**src/rtl/vx_csr_writeback.sv**
```systemverilog
// Commit sink for the CSR unit: buffers results in order, forwards wb=1 heads to the
// register file, retires every head with a one-cycle pulse and counts retired instructions.
module vx_csr_writeback #(
  parameter int DEPTH       = 2,
  parameter int NUM_THREADS = 4,
  parameter int NW_BITS     = 2,
  parameter int NR_BITS     = 6
) (
  input  logic                        clk,
  input  logic                        reset,
  // Handshakes: a transfer happens on a rising edge where valid && ready are both high.
  // cmt_ready depends only on the fill level; wb_valid only on the head entry.
  input  logic                        cmt_valid,
  output logic                        cmt_ready,
  input  logic [NW_BITS-1:0]          cmt_wid,
  input  logic [NUM_THREADS-1:0]      cmt_tmask,
  input  logic [31:0]                 cmt_pc,
  input  logic [NR_BITS-1:0]          cmt_rd,
  input  logic                        cmt_wb,
  input  logic [NUM_THREADS*32-1:0]   cmt_data,
  input  logic                        cmt_eop,
  output logic                        wb_valid,
  input  logic                        wb_ready,
  output logic [NW_BITS-1:0]          wb_wid,
  output logic [NUM_THREADS-1:0]      wb_tmask,
  output logic [31:0]                 wb_pc,
  output logic [NR_BITS-1:0]          wb_rd,
  output logic [NUM_THREADS*32-1:0]   wb_data,
  output logic                        retire_valid,
  output logic [NW_BITS-1:0]          retire_wid,
  output logic [NR_BITS-1:0]          retire_rd,
  output logic                        retire_wb,
  output logic [63:0]                 instret,
  output logic                        empty
);

  localparam int PTR_W = $clog2(DEPTH);
  localparam int CNT_W = $clog2(DEPTH + 1);

  logic [NW_BITS-1:0]        wid_q   [DEPTH];
  logic [NUM_THREADS-1:0]    tmask_q [DEPTH];
  logic [31:0]               pc_q    [DEPTH];
  logic [NR_BITS-1:0]        rd_q    [DEPTH];
  logic                      wbf_q   [DEPTH];
  logic [NUM_THREADS*32-1:0] data_q  [DEPTH];
  logic                      eop_q   [DEPTH];

  logic [PTR_W-1:0] wptr_q, wptr_d;
  logic [PTR_W-1:0] rptr_q, rptr_d;
  logic [CNT_W-1:0] count_q, count_d;
  logic [63:0]      instret_q, instret_d;

  logic head_valid;
  logic head_wb;
  logic push;
  logic pop;

  assign head_valid = (count_q != '0);
  assign head_wb    = wbf_q[rptr_q];

  assign cmt_ready  = (count_q != CNT_W'(DEPTH));
  assign push       = cmt_valid && cmt_ready;
  // A wb=0 head leaves on its first cycle at the head; a wb=1 head waits for the regfile.
  assign pop        = !reset && head_valid && (!head_wb || wb_ready);

  assign wb_valid     = !reset && head_valid && head_wb;
  assign wb_wid       = wid_q[rptr_q];
  assign wb_tmask     = tmask_q[rptr_q];
  assign wb_pc        = pc_q[rptr_q];
  assign wb_rd        = rd_q[rptr_q];
  assign wb_data      = data_q[rptr_q];

  assign retire_valid = pop;
  assign retire_wid   = wid_q[rptr_q];
  assign retire_rd    = rd_q[rptr_q];
  assign retire_wb    = head_wb;

  assign instret      = instret_q;
  assign empty        = !head_valid;

  always_comb begin
    wptr_d    = wptr_q;
    rptr_d    = rptr_q;
    count_d   = count_q;
    instret_d = instret_q;
    if (push) wptr_d = wptr_q + PTR_W'(1);
    if (pop)  rptr_d = rptr_q + PTR_W'(1);
    case ({push, pop})
      2'b10:   count_d = count_q + CNT_W'(1);
      2'b01:   count_d = count_q - CNT_W'(1);
      default: count_d = count_q;
    endcase
    if (pop && eop_q[rptr_q]) instret_d = instret_q + 64'd1;
  end

  always_ff @(posedge clk) begin
    if (reset) begin
      wptr_q    <= '0;
      rptr_q    <= '0;
      count_q   <= '0;
      instret_q <= '0;
    end else begin
      wptr_q    <= wptr_d;
      rptr_q    <= rptr_d;
      count_q   <= count_d;
      instret_q <= instret_d;
    end
  end

  // Payload storage needs no reset; occupancy is tracked by count_q alone.
  always_ff @(posedge clk) begin
    if (push && !reset) begin
      wid_q[wptr_q]   <= cmt_wid;
      tmask_q[wptr_q] <= cmt_tmask;
      pc_q[wptr_q]    <= cmt_pc;
      rd_q[wptr_q]    <= cmt_rd;
      wbf_q[wptr_q]   <= cmt_wb;
      data_q[wptr_q]  <= cmt_data;
      eop_q[wptr_q]   <= cmt_eop;
    end
  end

endmodule

```
**config.mk**
```make
export PLATFORM = sky130hd
export DESIGN_NAME = vx_csr_writeback
export DESIGN_NICKNAME = d
export VERILOG_FILES = /design/src/rtl/vx_csr_writeback.sv
export SDC_FILE = /design/constraint.sdc
export NUM_CORES = 1
export LEC_CHECK = 0
export ABC_AREA = 1
export CORE_ASPECT_RATIO = 1.25
export CORE_MARGIN = 3
export CORE_UTILIZATION = 40
export CTS_BUF_LIST = sky130_fd_sc_hd__clkbuf_16
export DETAILED_ROUTE_END_ITERATION = 12
export PLACE_DENSITY = 0.7
export SLEW_MARGIN = 0
export SYNTH_ARGS = -nofsm -noshare
export SYNTH_HDL_FRONTEND = slang
export SYNTH_SLANG_ARGS = --single-unit
```
**constraint.sdc**
```tcl
create_clock -name clk -period 18.64 [get_ports clk]
set_input_delay 5.592 -clock clk [delete_from_list [all_inputs] [get_ports clk]]
set_output_delay 5.592 -clock clk [all_outputs]
set_load 0.1 [all_outputs]
```
==> impl_metrics.xml <==
<?xml version="1.0" encoding="UTF-8"?>
<metrics>
  <group name="synthesis">
    <metric name="ys_types" unit="">33</metric>
    <metric name="synthesis.area" unit="um2">16800</metric>
    <metric name="synth_seq_cells" unit="">417</metric>
    <metric name="synth_nets" unit="">1802</metric>
    <metric name="yosysSeqAreaShare" unit="%">70.3</metric>
    <metric name="syn_inst" unit="">1622</metric>
    <metric name="synth.avg_cell_area" unit="um2">10.4</metric>
    <metric name="yosysWarningCount" unit="">0</metric>
  </group>
  <group name="routing">
    <metric name="drtAntennaViolNets" unit="">0</metric>
    <metric name="initialDrtViolationCount" unit="">968</metric>
    <metric name="vias_post_dr" unit="">12799</metric>
    <metric name="pre_antenna_drt_iters" unit="">5</metric>
    <metric name="vias_per_cell" unit="">4.87</metric>
    <metric name="wirelength" unit="um">50900</metric>
    <metric name="route.detailed.drc" unit="">0</metric>
    <metric name="wire_per_inst" unit="um">19.4</metric>
  </group>
  <group name="floorplan">
    <metric name="placementRows" unit="">83</metric>
    <metric name="die-height" unit="um">235</metric>
    <metric name="core" unit="um2">41300</metric>
    <metric name="floorplan.die_area" unit="um2">44600</metric>
    <metric name="initial_core_util" unit="%">40.7</metric>
    <metric name="io_pins" unit="">427</metric>
    <metric name="chipWidth" unit="um">189</metric>
  </group>
  <group name="setup_path">
    <metric name="timing.reg2reg.setup_slack" unit="ns">14.85</metric>
    <metric name="worst_ep_required_time" unit="ns">13.05</metric>
    <metric name="critical_path.endpoint_type" unit="">output pin</metric>
    <metric name="critical_path.max_fanout" unit="">20</metric>
    <metric name="setup.worst_path.start_class" unit="">primary input</metric>
    <metric name="r2r_cells" unit="">10</metric>
    <metric name="setup.worst_path.class" unit="">primary input to output pin</metric>
    <metric name="reg2reg_to" unit="">instret[50]</metric>
    <metric name="timing.critical_path.arrival" unit="ns">8.08</metric>
  </group>
  <group name="cts">
    <metric name="buffer_levels_on_the_longest_clock_path" unit="">3</metric>
    <metric name="htree_num_levels" unit="">2</metric>
    <metric name="tritoncts" unit="">yes</metric>
    <metric name="cts_setup_buffers" unit="">0</metric>
    <metric name="root_buffer" unit="">sky130_fd_sc_hd__clkbuf_16</metric>
    <metric name="post_cts_resize_count" unit="">0</metric>
    <metric name="cts.sinks" unit="">417</metric>
    <metric name="clock_insertion_delay_worst_skew" unit="ns">0.56</metric>
    <metric name="cts_hold_repair_buffers" unit="">0</metric>
    <metric name="clkTransAtPathRegs" unit="ns">0.06</metric>
    <metric name="number_of_buffers_created_by_cts" unit="">43</metric>
  </group>
  <group name="outcome">
    <metric name="status" unit="">completed</metric>
  </group>
  <group name="worst_hold_path">
    <metric name="hold_depth" unit="">1</metric>
    <metric name="min_path_type" unit="">flop to flop</metric>
    <metric name="timing.hold.worst.start" unit="">rptr_q</metric>
  </group>
  <group name="timing">
    <metric name="final_hold_viol_count" unit="">0</metric>
    <metric name="maxSlewHeadroom" unit="%">21.1</metric>
    <metric name="timing.final.setup_violations" unit="">0</metric>
    <metric name="final_critical_path_setup_slack" unit="ns">4.97</metric>
    <metric name="period_minus_slack" unit="ns">13.67</metric>
    <metric name="fin_crit_sh" unit="%">73.4</metric>
    <metric name="final.setup.tns" unit="ns">0</metric>
    <metric name="tightest_slew" unit="ns">1.18</metric>
    <metric name="grt_setup_unrepaired" unit="">false</metric>
    <metric name="whs" unit="ns">0.431</metric>
    <metric name="finClkSkew" unit="ns">0.0283</metric>
    <metric name="drv_slew" unit="">0</metric>
    <metric name="max_clock_freq" unit="MHz">73.1</metric>
  </group>
  <group name="cells_and_area">
    <metric name="syn_to_final_growth" unit="%">36.0</metric>
    <metric name="fillers" unit="">3535</metric>
    <metric name="postLayoutCoreUtil" unit="%">55.4</metric>
    <metric name="sequential_cell_area" unit="um2">11800</metric>
    <metric name="footprint_of_the_multi_input_gates" unit="um2">4400</metric>
    <metric name="final_nets" unit="">2223</metric>
    <metric name="drive_gt1_share" unit="%">4.87</metric>
  </group>
  <group name="power_and_ir_drop">
    <metric name="vdd_ir_drop_max" unit="mV">0.118</metric>
    <metric name="power_per_cell_area" unit="nW/um2">118</metric>
    <metric name="total_power" unit="mW">2.71</metric>
    <metric name="power.leakage" unit="nW">8.48</metric>
  </group>
  <group name="job">
    <metric name="maxCapViolCount" unit="">0</metric>
  </group>
  <group name="grt">
    <metric name="global_route.usage.total" unit="%">22.3</metric>
    <metric name="first_pass_grt_wire_length" unit="um">75700</metric>
    <metric name="grt_pass1_vias" unit="">12875</metric>
    <metric name="grt_start_max_net_pins" unit="">175</metric>
    <metric name="grt_antenna_before_repair" unit="">5</metric>
    <metric name="globalRoute.totalOverflow" unit="">0</metric>
  </group>
  <group name="placed_design">
    <metric name="gp_routability_congestion" unit="">0.984</metric>
    <metric name="dp_worst_setup_slack" unit="ns">4.96</metric>
    <metric name="port-buffer-count" unit="">426</metric>
    <metric name="post-dp-hpwl" unit="um">36600</metric>
  </group>
</metrics>
state kept, by name (all words and copies together), names as in the netlist, named ones only:
name / cells
instret: 64
wid_q: 4
rptr_q: 1
rd_q: 12
data_q: 256
tmask_q: 8
wptr_q: 1
eop_q: 2
wbf_q: 2
pc_q: 64
count_q: 2
per-stage QoR:
| stage | cell area, um2 | std cells |
|---|---|---|
| finish | 22900 | 2627 |
| global route | 22900 | 2626 |
| CTS | 22900 | 2625 |
| detailed placement | 21600 | 2550 |
| global placement | 21600 | 2550 |
| floorplan | 16800 | 1622 |
cell usage in the layout (no fill, tap or decap), types with 11 or more instances in the layout:
cell type	Yosys	routed
sky130_fd_sc_hd__nor2_1	168	167
sky130_fd_sc_hd__clkdlybuf4s50_1	0	424
sky130_fd_sc_hd__nor2_2	13	13
sky130_fd_sc_hd__clkbuf_16	0	43
sky130_fd_sc_hd__nand4_1	20	20
sky130_fd_sc_hd__o21ai_0	11	11
sky130_fd_sc_hd__edfxtp_1	348	348
sky130_fd_sc_hd__nor3_1	15	14
sky130_fd_sc_hd__nand2_1	716	716
sky130_fd_sc_hd__dfxtp_1	69	68
sky130_fd_sc_hd__nand3_1	48	48
sky130_fd_sc_hd__a21oi_1	35	35
sky130_fd_sc_hd__inv_1	84	89
sky130_fd_sc_hd__clkinv_1	1	12
synthesized netlist by cell type:
library cell	number	area share, %
sky130_fd_sc_hd__a21oi_1	35	1.0
sky130_fd_sc_hd__and2b_1	1	0.045
sky130_fd_sc_hd__and3_1	2	0.074
sky130_fd_sc_hd__buf_1	1	0.022
sky130_fd_sc_hd__buf_2	8	0.24
sky130_fd_sc_hd__buf_4	10	0.45
sky130_fd_sc_hd__buf_6	2	0.13
sky130_fd_sc_hd__clkbuf_1	36	0.80
sky130_fd_sc_hd__clkinv_1	1	0.022
sky130_fd_sc_hd__dfxtp_1	69	8.2
sky130_fd_sc_hd__edfxtp_1	348	62
sky130_fd_sc_hd__ha_1	2	0.15
sky130_fd_sc_hd__inv_1	84	1.9
sky130_fd_sc_hd__inv_2	3	0.067
sky130_fd_sc_hd__nand2_1	716	16
sky130_fd_sc_hd__nand2_2	2	0.074
sky130_fd_sc_hd__nand3_1	48	1.4
sky130_fd_sc_hd__nand3_4	1	0.10
sky130_fd_sc_hd__nand3b_1	1	0.045
sky130_fd_sc_hd__nand4_1	20	0.74
sky130_fd_sc_hd__nor2_1	168	3.7
sky130_fd_sc_hd__nor2_2	13	0.48
sky130_fd_sc_hd__nor2_4	6	0.40
sky130_fd_sc_hd__nor2_8	1	0.12
sky130_fd_sc_hd__nor2b_1	1	0.037
sky130_fd_sc_hd__nor3_1	15	0.45
sky130_fd_sc_hd__nor3_2	4	0.24
sky130_fd_sc_hd__nor3b_1	1	0.045
sky130_fd_sc_hd__o21a_1	3	0.13
sky130_fd_sc_hd__o21ai_0	11	0.33
sky130_fd_sc_hd__o21ai_1	1	0.030
sky130_fd_sc_hd__xnor2_1	7	0.36
sky130_fd_sc_hd__xor2_1	1	0.052
routing by layer:
metal  wire [um]  vias up  GRT usage, %
li1            -     6159             -
met1       18100     6033          24.8
met2       25200      506          38.3
met3        5420       95          8.52
met4        2130        6          8.90
met5          51        -             0
power breakdown:
| part | switching, mW | internal [mW] | total [mW] |
|---|---|---|---|
| Combinational | 0.656 | 0.171 | 0.827 |
| Clock | 0.354 | 0.448 | 0.802 |
| Sequential | 0.0205 | 1.06 | 1.08 |
critical path: stages:
cell and delay (ns):
sky130_fd_sc_hd__clkdlybuf4s50_1 0.49, sky130_fd_sc_hd__buf_4 0.27, sky130_fd_sc_hd__nor2_2 0.20, sky130_fd_sc_hd__nand2_1 0.10, sky130_fd_sc_hd__inv_1 0.18, sky130_fd_sc_hd__clkdlybuf4s50_1 1.24
how the worst max path moves through the flow:
stage                     startpoint      endpoint  slack (ns)  cells past startpoint
final                          reset  retire_valid        4.97                      6
after global routing           reset  retire_valid        4.87                      6
after CTS                      reset  retire_valid        4.95                      6
after detailed placement       reset  retire_valid        4.96                      6
after global placement         reset  retire_valid        4.93                      6
after floorplan                reset  data_q[1][0]        0.07                      2
cells by family (layout without fill, tap and decap cells):
kind of cell | after synthesis | in the layout | synth area share (%)
and+or+nand+nor | 1000 | 1000 | 24.0
DFF | 417 | 417 | 70.3
buffers and inverters | 145 | 596 | 3.61
AOI/OAI and AO/OA | 50 | 50 | 1.53
xor gates and xnor gates | 8 | 8 | 0.416
adders and majority gates | 2 | 2 | 0.149
other | 0 | 2 | 0
layout make-up:
cell class | count | share of cell area (%)
flip-flops and latches | 417 | 51.7
well taps | 552 | 3.02
multi-input cells | 1060 | 19.2
repair buffers | 433 | 18.9
clock buffers | 43 | 4.70
clock inverters | 32 | 0.968
diodes | 2 | 0.0219
inverters | 88 | 1.45
Note: power is estimated with default switching activity, not from simulation.
